==> config.mk <==
export PLATFORM = sky130hd
export DESIGN_NAME = rr_arb_mux
export DESIGN_NICKNAME = d
export VERILOG_FILES = /design/src/rtl/rr_arb_mux.sv
export SDC_FILE = /design/constraint.sdc
export NUM_CORES = 1
export LEC_CHECK = 0
export CAP_MARGIN = 10
export CORE_MARGIN = 2
export CORE_UTILIZATION = 48
export CTS_CLUSTER_SIZE = 30
export DETAILED_ROUTE_END_ITERATION = 7
export PLACE_DENSITY = 0.88
export SYNTH_ARGS = -nofsm -noshare
export SYNTH_HDL_FRONTEND = slang
export SYNTH_SLANG_ARGS = --single-unit
export TNS_END_PERCENT = 10
==> constraint.sdc <==
create_clock -name clk -period 10.2 [get_ports clk]
set_clock_uncertainty 0.1 [all_clocks]
set_input_delay 2.04 -clock clk [delete_from_list [all_inputs] [get_ports clk]]
set_output_delay 2.04 -clock clk [all_outputs]
set_load 0.02 [all_outputs]
==> src/rtl/rr_arb_mux.sv <==
// rr_arb_mux: registered N-to-1 arbitrating mux with a one-entry
// output register and round-robin or fixed-priority selection.
module rr_arb_mux #(
  parameter int N     = 16,
  parameter int WIDTH = 8,
  parameter int RR    = 1
) (
  input  logic                      clk,
  input  logic                      reset,
  input  logic [N-1:0]              in_valid,
  input  logic [N-1:0][WIDTH-1:0]   in_data,
  output logic [N-1:0]              in_ready,
  output logic                      out_valid,
  output logic [WIDTH-1:0]          out_data,
  output logic [$clog2(N)-1:0]      out_sel,
  input  logic                      out_ready
);

  localparam int SW = $clog2(N);

  logic [SW-1:0] ptr;
  logic [SW-1:0] grant;
  logic [SW-1:0] ptr_nxt;
  logic          have_req;
  logic          take;
  logic          load;
  int            idx;

  // Scan channels starting at ptr, wrapping modulo N.
  always_comb begin
    grant    = '0;
    have_req = 1'b0;
    idx      = 0;
    for (int k = 0; k < N; k++) begin
      idx = int'(ptr) + k;
      if (idx >= N) idx = idx - N;
      if (!have_req && in_valid[SW'(idx)]) begin
        have_req = 1'b1;
        grant    = SW'(idx);
      end
    end
  end

  assign take = !out_valid || out_ready;
  assign load = take && have_req;

  assign ptr_nxt = (grant == SW'(N - 1)) ? '0
                 : grant + 1'b1;

  always_comb begin
    in_ready = '0;
    if (!reset && load) in_ready[grant] = 1'b1;
  end

  always_ff @(posedge clk) begin
    if (reset) begin
      out_valid <= 1'b0;
      out_data  <= '0;
      out_sel   <= '0;
      ptr       <= '0;
    end else if (load) begin
      out_valid <= 1'b1;
      out_data  <= in_data[grant];
      out_sel   <= grant;
      if (RR != 0) ptr <= ptr_nxt;
    end else if (out_ready) begin
      out_valid <= 1'b0;
    end
  end

  always_ff @(posedge clk) begin
    if (!reset) assert ($onehot0(in_ready));
  end

endmodule

## Yosys cells after proc, flatten, opt, wreduce, memory -nomap -nowiden

Index checks and enable logic that the tools add are counted.

- Reduce and logical (&&, ||, !) cells: 37
- Magnitude comparators: 34
- Equality and inequality tests: 1
- Muxes and demuxes: 104
- $add $sub $neg: 32

Operator list:

| operator | count |
|---|---|
| 4-bit 2-to-1 mux | 33 |
| 4-bit by 6-bit < comparator with 1-bit output (second input constant) | 16 |
| 5-bit greater-or-equal comparator (second input constant) | 15 |
| 1-bit binary-select mux with 4-bit select | 16 |
| 4-bit by 1-bit subtractor with 4-bit output (second input constant) | 16 |
| 1-bit 2-to-1 mux | 51 |
| 4-bit by 4-bit adder with 5-bit output (second input constant) | 8 |
| 8-bit binary-select mux with 4-bit select | 1 |
| 4-bit by 3-bit adder with 5-bit output (second input constant) | 4 |
| 1-bit logical AND | 18 |
| 1-bit zero test | 17 |
| 16-bit 2-to-1 mux | 1 |
| 4-bit by 2-bit adder with 5-bit output (second input constant) | 2 |
| 8-bit 2-to-1 mux | 1 |
| 4-bit by 1-bit adder with 5-bit output (second input constant) | 1 |
| 4-bit by 5-bit greater-or-equal comparator with 1-bit output (second input constant) | 1 |
| 4-bit by 5-bit < comparator with 1-bit output (second input constant) | 1 |
| 4-bit by 1-bit adder with 4-bit output (second input constant) | 1 |
| 1-bit demux with 4-bit select | 1 |
| 4-bit equality test (second input constant) | 1 |
| 4-bit by 1-bit greater-or-equal comparator with 1-bit output (second input constant) | 1 |
| 2-bit nonzero test | 1 |
| 1-bit logical OR | 1 |

- Word-level logic and storage cells: 212
- Register bits: 17

## Longest topological paths before layout

- Word-level depth: 56
- Mapped depth: 23

## Least setup slack after synthesis

Ideal clock, no wire load.

- Kind: in2out
- Start: input in_valid[12]
- End: output in_ready[3]
- Data required time: 8060 ps
- Arrival: 5208 ps
- Cell stages on the path: 14
- Slack: 2852 ps
- Path through: mux2_1 mux4_2 mux2_4 a211oi_1 o32ai_1 or3_1 a31o_1 buf_2 buf_2 buf_4 inv_1 ha_1 nand2_1 nor2_1

- Longest elaborated chain between the ends: 54

RTL lines:

| item | RTL line | text |
|---|---|---|
| from (decl) | 10 | `input logic [N-1:0] in_valid,` |
| 1-bit binary-select mux with 4-bit select | 37 | `if (!have_req && in_valid[SW'(idx)]) begin` |
| 1-bit 2-to-1 mux (not written as such) (2 in series) | 37 |  |
| 1-bit 2-to-1 mux | 37 |  |
| 1-bit zero test | 37 |  |
| 1-bit logical AND | 37 |  |
| 1-bit 2-to-1 mux | 37 |  |
| 1-bit zero test | 37 |  |
| 1-bit logical AND | 37 |  |
| [... 38 more ...] | n/a |  |
| 1-bit logical AND | 37 |  |
| 4-bit 2-to-1 mux * | 37 |  |
| via grant[1] | 22 | `logic [SW-1:0] grant;` |
| 4-bit by 5-bit < comparator with 1-bit output (not written as such) / 4-bit by 1-bit greater-or-equal comparator with 1-bit output (equally long branches) | 52 | `if (!reset && load) in_ready[grant] = 1'b1;` |
| 1-bit logical AND (not written as such) | 52 |  |
| 1-bit 2-to-1 mux (not written as such) | 52 |  |
| 1-bit demux with 4-bit select * | 52 |  |
| 16-bit 2-to-1 mux * | 52 |  |
| to (decl) | 12 | `output logic [N-1:0] in_ready,` |

The timed path passes the listed nets; every way through them passes the cells marked *. The select of a mux whose other input is x is not followed.

## Worst setup path in the final report

- Start: input in_valid[11]
- End: output in_ready[2]

- Longest elaborated chain between the ends: 54

RTL lines:

| item | RTL line |
|---|---|
| 1-bit binary-select mux with 4-bit select | 37 |
| 1-bit 2-to-1 mux (not written as such) (2 in series) | 37 |
| 1-bit 2-to-1 mux | 37 |
| 1-bit zero test | 37 |
| 1-bit logical AND | 37 |
| 1-bit 2-to-1 mux | 37 |
| 1-bit zero test | 37 |
| 1-bit logical AND | 37 |
| [... 37 more ...] | n/a |
| 1-bit zero test | 37 |
| 1-bit logical AND | 37 |
| 4-bit 2-to-1 mux | 37 |
| 4-bit by 5-bit < comparator with 1-bit output (not written as such) / 4-bit by 1-bit greater-or-equal comparator with 1-bit output (equally long branches) | 52 |
| 1-bit logical AND (not written as such) | 52 |
| 1-bit 2-to-1 mux (not written as such) | 52 |
| 1-bit demux with 4-bit select | 52 |
| 16-bit 2-to-1 mux * | 52 |

Every way passes the cells marked *; elsewhere a longest branch is shown, timed or not. The select of a mux whose other input is x is not followed.

==> impl_metrics.yaml <==
sta:
  slew_headroom_pct: 20.7
  tns_ps: 0
  fin_ws_ps: 1150
  maxSlewViolCount: 0
  layout_min_cycle_time_ps: 9050
  grt_setup_unrepaired: "no"
  worst_pin_slew_ps: 1190
  max_freq_mhz: 111
  setup_viol: 0
  whs_ps: 367
  min_period_over_period_pct: 88.7
  hold_viol: 0
grt:
  grt_max_degree: 61
  grt_pass1_vias: 5242
  grt_pass1_wl_mm: 27.9
  grt_usage_pct: 35.1
  antenna_found_initial: 0
  grt_overflow: 0
placed_design:
  dp_cells: 774
  dp.final_hpwl_mm: 14.4
  dpl-instance-area_um2: 6110
  io_buffers: 175
  place.gp.congestion: 0.926
  dp_slack_ps: 1270
yosys:
  synth_area_leaders: "mux4_2, mux2i_1, mux2_2, dfxtp_1, nor2_1"
  synth_top_area_share_pct: 14.4
  seq_area_frac_synth_pct: 7.80
  ys_types: 73
  async_flop_share_pct: 0
  synth.largest_area_cell: "mux4_2"
  syn_nets: 677
  synth.cell_area_um2: 4370
  syn_avg_cell_area_um2: 8.41
  syn_inst: 519
  ys.flop_type: "dfxtp_1"
  synth_seq_cells: 17
  yosys_warnings: 0
  synth_edf_count: 0
cells_and_area:
  final_layout_size_suffix_gt1_share_pct: 14.0
  multiInputGateArea_um2: 3790
  nNetsFinal: 829
  seq_area_um2: 340
  n_antenna_cell: 0
  final_util_pct: 70.3
  finalInstanceArea_um2: 6160
  nFillCells: 680
  fin_cells: 778
  area_delta_synth_final_pct: 41.0
cts:
  postCtsSetupBuffers: 0
  cts_tree: "done"
  cts.sinks: 17
  clk_pin_slew_worst_paths_ps: 70
  postCtsHoldBufs: 0
  ctsResizeCount: 0
  cts_root_buffer: "clkbuf_8"
  clockBufferDepth: 2
  clkLatencyLatePin_ps: 260
  cts_made_buffers: 3
  htreeDepth: 1
route:
  post_drt_wl_per_cell_um: 22.9
  drc: 0
  wl_mm: 17.8
  viasPerCell: 6.69
  first_iter_violations: 686
  num_vias: 5203
  final_antenna_net_count: 0
  dr.pass1.iters: 5
power_and_ir_drop:
  p_total_mw: 2.74
  power_density_nw_per_um2: 445
  peakVddDrop_mv: 0.363
  leakagePower_nw: 2.29
floorplan:
  placementRows: 34
  start_util_pct: 49.8
  fp.dieW_um: 99.4
  die_y_um: 99.4
  io_pins: 176
  die_area_um2: 9870
  core_area_um2: 8760
setup_path:
  startpoint_type: "input pin"
  reg2reg_depth: 14
  cp.required_ps: 8060
  cp-end-kind: "primary output"
  crit_arrival_ps: 6910
  path_class: "input pin to primary output"
  crit_fanout: 13
flow_run:
  drv_cap: 0
worst_hold_path:
  hold_depth: 2
  hold_path_class: "register to register"
run_status:
  status: "completed"
==> per-layer routing <==
metal  up-vias  track usage, %  wire length [um]
li1       2353               -                 -
met1      2456            44.7              6620
met2       334            59.8              8770
met3        60            5.41              1650
met4         0            13.9               738
met5         -               0                 0
==> synthesized netlist by cell type, types with 5 or more instances <==
library cell	instances
nor2_1	63
mux2i_1	53
mux2_2	39
nand2_1	32
mux4_2	28
a21oi_1	20
dfxtp_1	17
o21ai_0	17
a211oi_1	16
buf_2	14
nand3_1	13
a22oi_1	12
clkbuf_1	11
ha_1	11
and3_1	10
a311oi_1	9
o22ai_1	9
xnor2_1	9
a221oi_1	8
nand4_1	8
and2_1	7
buf_4	6
inv_1	6
o32ai_1	6
mux2_1	5
nor2b_1	5
o2111ai_1	5
==> cells in the final DEF, fill, tap and decap left out, types with 3 or more instances in the layout <==
| cell type | count |
|---|---|
| and3_1 | 10 |
| nor3_1 | 4 |
| a211oi_1 | 16 |
| a311oi_1 | 9 |
| o32ai_1 | 6 |
| inv_2 | 4 |
| nand2_1 | 32 |
| clkbuf_8 | 3 |
| a21oi_1 | 20 |
| nor2_1 | 63 |
| and2_1 | 7 |
| nand4_1 | 8 |
| mux2_1 | 5 |
| o31ai_1 | 4 |
| dfxtp_1 | 17 |
| a221oi_1 | 8 |
| nand3_1 | 13 |
| o2111ai_1 | 5 |
| inv_1 | 6 |
| xnor2_1 | 9 |
| o21ai_0 | 17 |
| ha_1 | 11 |
| and4_1 | 4 |
| buf_4 | 7 |
| mux2_2 | 39 |
| mux4_2 | 28 |
| nor2b_1 | 5 |
| a22oi_1 | 12 |
| nand2b_1 | 4 |
| xor2_1 | 3 |
| nor4_1 | 3 |
| clkdlybuf4s50_1 | 175 |
| o22ai_1 | 9 |
| mux2i_1 | 53 |
| mux2_4 | 3 |
==> cells by family (layout without fill, tap and decap cells) <==
kind of cell,Yosys count,after routing,synth area share [%]
xor gates and xnor gates,13,13,2.78
AOI/OAI and AO/OA,136,136,22.8
adders and majority gates,11,11,3.15
buffers and inverters,45,196,5.47
muxes,129,129,39.3
DFF,17,17,7.80
and+or+nand+nor,168,168,18.7
==> cell type report <==
class / instances / area share [%]
inverter: 10 / 0.610
multi-input combinational: 457 / 61.6
clock buffer: 4 / 0.732
timing repair buffer: 182 / 29.3
tap: 108 / 2.19
sequential: 17 / 5.53
==> path summary, 6_finish.rpt <==
kind / slack, ps / endpoint / start
worst min-delay path: 370 / out_sel[3] / out_sel[3]
worst max register to register: 4160 / out_data[3] / ptr[0]
worst min register to register: 370 / out_sel[3] / out_sel[3]
worst max-delay path: 1150 / in_ready[2] / in_valid[11]
==> report_power, final <==
part           internal (mW)  switching, mW
clock                 0.0278         0.0260
sequential            0.0943         0.0201
combinational           1.08           1.49
total                   1.21           1.53
==> state kept, by name (all words and copies together) (netlist names) <==
register	cells
ptr	4
out_valid	1
out_sel	4
out_data	8
==> critical path, cell delays in order <==
cell	delay (ps)
clkdlybuf4s50_1	570
mux4_2	530
mux2_2	300
mux2i_2	400
o211ai_1	160
a211oi_1	420
o31ai_1	190
or2_0	280
o221a_1	420
inv_2	390
ha_1	240
nand2_1	120
nor2_1	190
clkdlybuf4s50_1	630
Power figures use the tool's default switching activity.
